## src/rtl/rice_core_id_stage.sv

```systemverilog
// Decode stage: decodes ADDI/ADD/SUB/LUI, reads the register file, registers operands; optional macro RICE_CORE_WB_BYPASS_EN.
// Latency: one cycle from fetch handshake to o_id_valid.
// Backpressure: payload held while o_id_valid && !i_ex_ready; o_if_ready low then, and during flush/reset.
package rice_core_pkg;
    typedef enum logic [0:0] {
        RICE_CORE_ALU_ADD = 1'b0,
        RICE_CORE_ALU_SUB = 1'b1
    } rice_core_alu_command;

    typedef enum logic [1:0] {
        RICE_CORE_ALU_SOURCE_NONE = 2'd0,
        RICE_CORE_ALU_SOURCE_RS   = 2'd1,
        RICE_CORE_ALU_SOURCE_IMM  = 2'd2
    } rice_core_alu_source;

    typedef struct packed {
        rice_core_alu_command command;
        rice_core_alu_source  source_1;
        rice_core_alu_source  source_2;
    } rice_core_alu_operation;
endpackage

module rice_core_id_stage
    import rice_core_pkg::*;
#(
    parameter int XLEN = 32
) (
    input  logic                   i_clk,
    input  logic                   i_rst,
    input  logic                   i_if_valid,
    output logic                   o_if_ready,
    input  logic [XLEN-1:0]        i_if_pc,
    input  logic [31:0]            i_if_inst,
    input  logic                   i_flush,
    output logic                   o_id_valid,
    input  logic                   i_ex_ready,
    output logic [XLEN-1:0]        o_id_pc,
    output logic [XLEN-1:0]        o_rs1_value,
    output logic [XLEN-1:0]        o_rs2_value,
    output logic [XLEN-1:0]        o_imm_value,
    output rice_core_alu_operation o_alu_operation,
    output logic [4:0]             o_rd,
    output logic                   o_rd_write,
    output logic                   o_illegal,
    input  logic                   i_wb_valid,
    input  logic [4:0]             i_wb_rd,
    input  logic [XLEN-1:0]        i_wb_value
);
    localparam logic [6:0] OPC_OP_IMM = 7'b0010011;
    localparam logic [6:0] OPC_OP     = 7'b0110011;
    localparam logic [6:0] OPC_LUI    = 7'b0110111;

    logic [XLEN-1:0] regs [32];

    logic [6:0] opcode;
    logic [2:0] funct3;
    logic [6:0] funct7;
    logic [4:0] rs1;
    logic [4:0] rs2;
    logic       capture;
    logic       wb_en;

    rice_core_alu_operation dec_op;
    logic [XLEN-1:0]        dec_imm;
    logic                   dec_write;
    logic                   dec_illegal;
    logic [XLEN-1:0]        rf_rs1;
    logic [XLEN-1:0]        rf_rs2;
    logic [XLEN-1:0]        cap_rs1;
    logic [XLEN-1:0]        cap_rs2;

    assign opcode  = i_if_inst[6:0];
    assign funct3  = i_if_inst[14:12];
    assign funct7  = i_if_inst[31:25];
    assign rs1     = i_if_inst[19:15];
    assign rs2     = i_if_inst[24:20];
    assign wb_en   = i_wb_valid && (i_wb_rd != 5'd0);

    assign o_if_ready = !i_rst && (!o_id_valid || i_ex_ready) && !i_flush;
    assign capture    = i_if_valid && o_if_ready;

    always_comb begin
        dec_op      = '{command: RICE_CORE_ALU_ADD,
                        source_1: RICE_CORE_ALU_SOURCE_NONE,
                        source_2: RICE_CORE_ALU_SOURCE_NONE};
        dec_imm     = '0;
        dec_write   = 1'b0;
        dec_illegal = 1'b1;
        case (opcode)
            OPC_OP_IMM: begin
                if (funct3 == 3'b000) begin
                    dec_op.source_1 = RICE_CORE_ALU_SOURCE_RS;
                    dec_op.source_2 = RICE_CORE_ALU_SOURCE_IMM;
                    dec_imm         = XLEN'($signed(i_if_inst[31:20]));
                    dec_write       = 1'b1;
                    dec_illegal     = 1'b0;
                end
            end
            OPC_OP: begin
                if (funct3 == 3'b000 && (funct7 == 7'b0000000 || funct7 == 7'b0100000)) begin
                    dec_op.command  = (funct7 == 7'b0100000) ? RICE_CORE_ALU_SUB : RICE_CORE_ALU_ADD;
                    dec_op.source_1 = RICE_CORE_ALU_SOURCE_RS;
                    dec_op.source_2 = RICE_CORE_ALU_SOURCE_RS;
                    dec_write       = 1'b1;
                    dec_illegal     = 1'b0;
                end
            end
            OPC_LUI: begin
                dec_op.source_2 = RICE_CORE_ALU_SOURCE_IMM;
                dec_imm         = XLEN'($signed({i_if_inst[31:12], 12'b0}));
                dec_write       = 1'b1;
                dec_illegal     = 1'b0;
            end
            default: ;
        endcase
    end

    // x0 is forced to zero on read as well as never being written
    assign rf_rs1 = (rs1 == 5'd0) ? '0 : regs[rs1];
    assign rf_rs2 = (rs2 == 5'd0) ? '0 : regs[rs2];

`ifdef RICE_CORE_WB_BYPASS_EN
    logic [4:0] held_rs1;
    logic [4:0] held_rs2;

    assign cap_rs1 = (wb_en && i_wb_rd == rs1) ? i_wb_value : rf_rs1;
    assign cap_rs2 = (wb_en && i_wb_rd == rs2) ? i_wb_value : rf_rs2;

    always_ff @(posedge i_clk) begin
        if (i_rst) begin
            held_rs1 <= '0;
            held_rs2 <= '0;
        end else if (capture) begin
            held_rs1 <= rs1;
            held_rs2 <= rs2;
        end
    end
`else
    // Array reads see pre-write content, so a same-cycle writeback is not forwarded
    assign cap_rs1 = rf_rs1;
    assign cap_rs2 = rf_rs2;
`endif

    always_ff @(posedge i_clk) begin
        if (i_rst) begin
            for (int i = 0; i < 32; i++) regs[i] <= '0;
            o_id_valid      <= 1'b0;
            o_id_pc         <= '0;
            o_rs1_value     <= '0;
            o_rs2_value     <= '0;
            o_imm_value     <= '0;
            o_alu_operation <= '{command: RICE_CORE_ALU_ADD,
                                 source_1: RICE_CORE_ALU_SOURCE_NONE,
                                 source_2: RICE_CORE_ALU_SOURCE_NONE};
            o_rd            <= '0;
            o_rd_write      <= 1'b0;
            o_illegal       <= 1'b0;
        end else begin
            if (wb_en) regs[i_wb_rd] <= i_wb_value;

            if (i_flush) begin
                o_id_valid <= 1'b0;
            end else if (capture) begin
                o_id_valid      <= 1'b1;
                o_id_pc         <= i_if_pc;
                o_rs1_value     <= cap_rs1;
                o_rs2_value     <= cap_rs2;
                o_imm_value     <= dec_imm;
                o_alu_operation <= dec_op;
                o_rd            <= i_if_inst[11:7];
                o_rd_write      <= dec_write;
                o_illegal       <= dec_illegal;
            end else if (o_id_valid && i_ex_ready) begin
                o_id_valid <= 1'b0;
            end
`ifdef RICE_CORE_WB_BYPASS_EN
            else if (o_id_valid) begin
                // Stalled instruction tracks writebacks to its sources
                if (wb_en && i_wb_rd == held_rs1) o_rs1_value <= i_wb_value;
                if (wb_en && i_wb_rd == held_rs2) o_rs2_value <= i_wb_value;
            end
`endif
        end
    end
endmodule
```

## config.mk

```make
export PLATFORM = sky130hd
export DESIGN_NAME = rice_core_id_stage
export DESIGN_NICKNAME = d
export VERILOG_FILES = /design/src/rtl/rice_core_id_stage.sv
export SDC_FILE = /design/constraint.sdc
export NUM_CORES = 2
export LEC_CHECK = 0
export BUFFER_PORTS_ARGS = -buffer_cell sky130_fd_sc_hd__buf_2
export CORE_MARGIN = 2
export CORE_UTILIZATION = 55
export DETAILED_ROUTE_END_ITERATION = 8
export GPL_ROUTABILITY_DRIVEN = 0
export PLACE_DENSITY = 0.7
export SKIP_CTS_REPAIR_TIMING = 1
export SYNTH_ARGS = -nofsm -noshare
export SYNTH_HDL_FRONTEND = slang
export SYNTH_SLANG_ARGS = --single-unit
```

## constraint.sdc

```tcl
create_clock -name i_clk -period 4.18 [get_ports i_clk]
set_input_delay 0 -clock i_clk [delete_from_list [all_inputs] [get_ports i_clk]]
set_output_delay 0 -clock i_clk [all_outputs]
set_load 0.005 [all_outputs]
```

* Word level (Yosys, flattened, before mapping)
Memories as Yosys holds them, arrays and structs flattened. Cells that the tools add are included.
Storage, ports and cells: word-level logic and storage cells 63, input bits 107, bits in registers 141, output and inout port bits 142, memories 1, bits in writable memories 1024
Memories:
- regs | words 32, bits a word 32, rd ports 2, clocked after memory_dff 0, write ports 32, line 53 | logic [XLEN-1:0] regs [32];
Operators by class: equal/unequal tests 4, bitwise operators 1, muxes and demuxes 26, reduce and logical (&&, ||, !) cells 20
Operators with widths (number):
- two-way mux 32 bit | 4
- one-hot mux 32 bit (2 select lines) | 1
- OR reduction 32 bit | 1
- == test 7 x 6 -> 1 bit (second input constant) | 3
- two-way mux 1 bit | 14
- logical NOT 5 bit | 2
- two-way mux 5 bit | 2
- == test 7 x 5 -> 1 bit (second input constant) | 1
- logical NOT 7 bit | 1
- logical AND 1 bit | 6
- one-hot mux 1 bit (3 select lines) | 2
- one-hot mux 2 bit (3 select lines) | 1
- nonzero test 5 bit | 1
- one-hot mux 2 bit (2 select lines) | 1
- logical NOT 1 bit | 3
- logical NOT 3 bit | 1
- two-way mux 3 bit | 1
- logical OR 1 bit | 2
- AND reduction 2 bit | 1
- nonzero test 2 bit | 1
- OR reduction 2 bit | 1
- inverter 1 bit | 1

* Longest topological paths before layout
depth after elaboration 7, mapped depth 9, gate-level depth less buffers 5

* Worst setup path after synthesis
Ideal clock, no wire load.
path type input -> register, start input i_rst, end memory regs[24][0] (enable), setup time 375 ps, setup slack 2345 ps, data required time 3805 ps, arrival time 1460 ps, stages 6, path buffers 2, cell sequence buf_2 -> nand2b_1 -> or3_1 -> clkbuf_1 -> nor2_1 -> or2_2
RTL lines:
- start: declaration | line 29 | input logic i_rst,
- end: declaration | line 53

* Worst setup path in the final report
start input i_if_inst[13], end register o_imm_value[5]
Between the ends: cells in the longest elaborated chain, start to end 3
RTL lines:
- start: declaration | line 33 | input logic [31:0] i_if_inst,
- logical NOT 3 bit | line 91 | if (funct3 == 3'b000) begin
- two-way mux 32 bit | line 91
- one-hot mux 32 bit (2 select lines) | line 89 | case (opcode)
- end signal: assignment | line 168 | o_imm_value <= dec_imm;
- end: declaration | line 40 | output logic [XLEN-1:0] o_imm_value,
Every way passes these cells. A chain may end at the register's enable or synchronous reset.

==> flow_summary_export.csv <==
group,metric,value,unit
status,status,"finished, violations left",
status,violations,"negative hold slack",
timing,hold_slack,-0.00174,ns
grt,grt_util_all_layers,0.357,
timing,timing.final.crit_share,0.720,
critical_path,required,4.85,ns
timing,fmax,332,MHz
grt,grt_pass1_vias,38700,
timing,tns,0,ns
critical_path,crit_family,"buffers and inverters",
route,route.vias.total,40300,
route,final_antenna_net_count,0,
timing,grt_setup_unrepaired,"no",
route,totalWireLength,200000,µm
pwr,ir_worst_vdd,0.000396,V
die,num_io_pins,249,
timing,worst_pin_slew,1.31,ns
logic_synthesis,yosys_warnings,0,
clocking,cts.htree.levels,3,
die,die_w,333,µm
placed_design,placed_cell_area,62200,µm²
logic_synthesis,synth-edff-count,1024,
timing,hold_violations,2,
critical_path,cp_max_fo,11,
clocking,clock_path_buffers,3,
clocking,numCtsBuffers,121,
critical_path,worst_path_most_repeated_cell,"dlygate4sd3_1",
logic_synthesis,synth-seq-cells,1164,
timing,report.final.slew_viol_count,0,
logic_synthesis,mappedNetlistArea,59600,µm²
placed_design,dp_hpwl,124000,µm
final_layout,drive_gt1_frac,0.234,
pwr,finalPower,28.1,mW
critical_path,crit_buf_inv,4,
critical_path,cp-end-kind,"flop",
clocking,cts_tree,"yes",
critical_path,crit_path_start_kind,"primary input",
clocking,clk_latency,0.75,ns
critical_path,critPathSlowestCell,"nor3_2",
timing,max_slew_margin,0.126,
grt,antenna_found_initial,16,
final_layout,fill_cells,7846,
route,dr.pass1.iters,6,
timing,skew,0.0288,ns
route,wl_per_cell,33.2,µm
clocking,cts.sinks,1164,
logic_synthesis,ys_types,54,
final_layout,synthToLayoutAreaGrowth,13.1,%
logic_synthesis,seq_area_frac_synth,0.563,
final_layout,finalInstanceArea,67400,µm²
die,fp.dieH,333,µm
critical_path,path_cells,"dlygate4sd3_1, buf_2, or4_1, or2_2, nor3_2, a22oi_1, dlygate4sd3_1, nor2_1, dlygate4sd3_1",
logic_synthesis,synth_flop_cell,"edfxtp_1",
final_layout,num-nets-final,4604,
run,cap_violations,0,
die,die_area,111000,µm²
logic_synthesis,ys_async_sr_fraction,0,
pwr,p_per_area,417,nW/µm²
route,first_iter_violations,5842,
die,core,107000,µm²
worst_hold_path,hp-class,"primary input to flop",
grt,grt_start_max_net_pins,105,
grt,grt_pass1_wl,282000,µm
critical_path,path_class,"primary input to flop",
clocking,path_clk_slew,0.06,ns
route,viasPerCell,6.70,
critical_path,cpPeakStageDelay,0.63,ns
timing,setup_violations,0,
logic_synthesis,avgSynthCellArea,13.9,µm²
placed_design,port_buffers,247,
logic_synthesis,syn_inst,4302,
die,placementRows,120,
clocking,clockRootBuffer,"clkbuf_16",
route,drc,0,
grt,grt_overflow,0,
timing,finalCriticalPeriod,3.01,ns
critical_path,arrival,3.68,ns
die,start_util,0.555,
pwr,p_leak,24.5,nW
==> worst register-to-register path, cell delays in order (launching register included) <==
cell           delay (ns)
dfxtp_1              0.32
nand2b_1             0.21
nand3_4              0.19
nor3_2               0.73
a22oi_1              0.16
dlygate4sd3_1        0.62
nor2_1               0.08
dlygate4sd3_1        0.55
==> path summary, 6_finish.rpt <==
| kind | endpoint | slack (ns) | cells after the start | from |
|---|---|---|---|---|
| setup reg to reg | o_imm_value[5] | 1.28 | 7 | o_id_valid |
| hold / removal | o_imm_value[17] | -0.002 | 6 | i_if_inst[3] |
| hold reg to reg | o_rd[1] | 0.45 | 2 | o_rd[1] |
| setup / recovery | o_imm_value[5] | 1.17 | 9 | i_if_inst[13] |
==> kinds of logic after synthesis <==
family                 Yosys count  share of synthesized area
buffers and inverters          451                     0.0369
and+or+nand+nor               1453                      0.138
muxes                          729                      0.199
AOI/OAI and AO/OA              504                     0.0631
DFF                           1164                      0.563
other                            1                  0.0000629
==> power by group <==
part	internal [mW]	switching [mW]	total [mW]
clock	6.62	4.74	11.4
sequential	13.2	0.366	13.6
combinational	1.23	1.88	3.12
==> metrics by stage <==
stage | hold WS, ns | setup slack (ns) | util | std cells
floorplan | 0.0342 | 2.35 | - | 4334
global placement | 0.243 | 1.40 | 0.580 | 5677
detailed placement | 0.252 | 1.42 | 0.580 | 5677
CTS | -0.511 | 1.69 | 0.619 | 5909
global route | 0.0109 | 1.06 | 0.628 | 6013
finish | -0.00174 | 1.17 | 0.628 | 6017
==> synth_stat cells, drive strengths merged, types with 30 or more instances <==
master	n	area (µm²)
edfxtp	1024	30700
and2	996	6230
mux4	360	8110
mux2i	311	3110
clkbuf	309	1160
nand2	290	1090
dfxtp	140	2800
buf	138	1020
a21oi	100	500
a22oi	75	563
a221oi	69	604
o221ai	59	517
mux2	58	653
nor2	57	214
o31ai	33	248
or2	33	206
a22o	30	263
==> layout by cell type (no fill, tap or decap), drive strengths merged, types with 21 or more instances in the layout <==
cell         Yosys  final
mux4           360    360
o31ai           33     33
a221oi          69     69
or2             33     33
mux2i          311    311
conb             1     33
a22o            30     30
nor2b           23     23
nand2          290    290
a21oi          100    100
o221ai          59     59
buf            138    386
a22oi           75     75
edfxtp        1024   1024
and2           996    996
a211oi          26     26
dfxtp          140    140
o22ai           27     27
dlygate4sd3      0    100
nor2            57     57
clkinv           0     57
mux2            58     58
a211o           22     22
o21ai           21     21
clkbuf         309    153
==> sequential cells by signal, indices dropped and copies added (netlist names) <==
register / count
o_alu_operation: 4
o_illegal: 1
o_rs2_value: 32
o_rd: 5
o_id_pc: 32
o_rs1_value: 32
o_id_valid: 1
o_rd_write: 1
regs: 1024
o_imm_value: 32
==> layout make-up <==
cell class / instances / area [µm²] / share of cell area
diodes: 8 / 20.0 / 0.000297
clock buffers: 152 / 3320 / 0.0493
clock inverters: 80 / 855 / 0.0127
inverters: 4 / 15.0 / 0.000223
multi-input cells: 2719 / 24300 / 0.360
flip-flops and latches: 1164 / 33600 / 0.498
well taps: 1403 / 1760 / 0.0260
repair buffers: 487 / 3620 / 0.0537
==> per-layer routing <==
| layer | share of wire | wire, µm | vias to the layer above | GRT usage |
|---|---|---|---|---|
| met4 | 0.078 | 15600 | 6 | 0.230 |
| met3 | 0.11 | 22300 | 567 | 0.0756 |
| met5 | 0.00023 | 46 | - | 0 |
| met1 | 0.36 | 71700 | 20300 | 0.466 |
| met2 | 0.45 | 90500 | 2809 | 0.546 |
| li1 | - | - | 16700 | - |
Power figures use the tool's default switching activity.
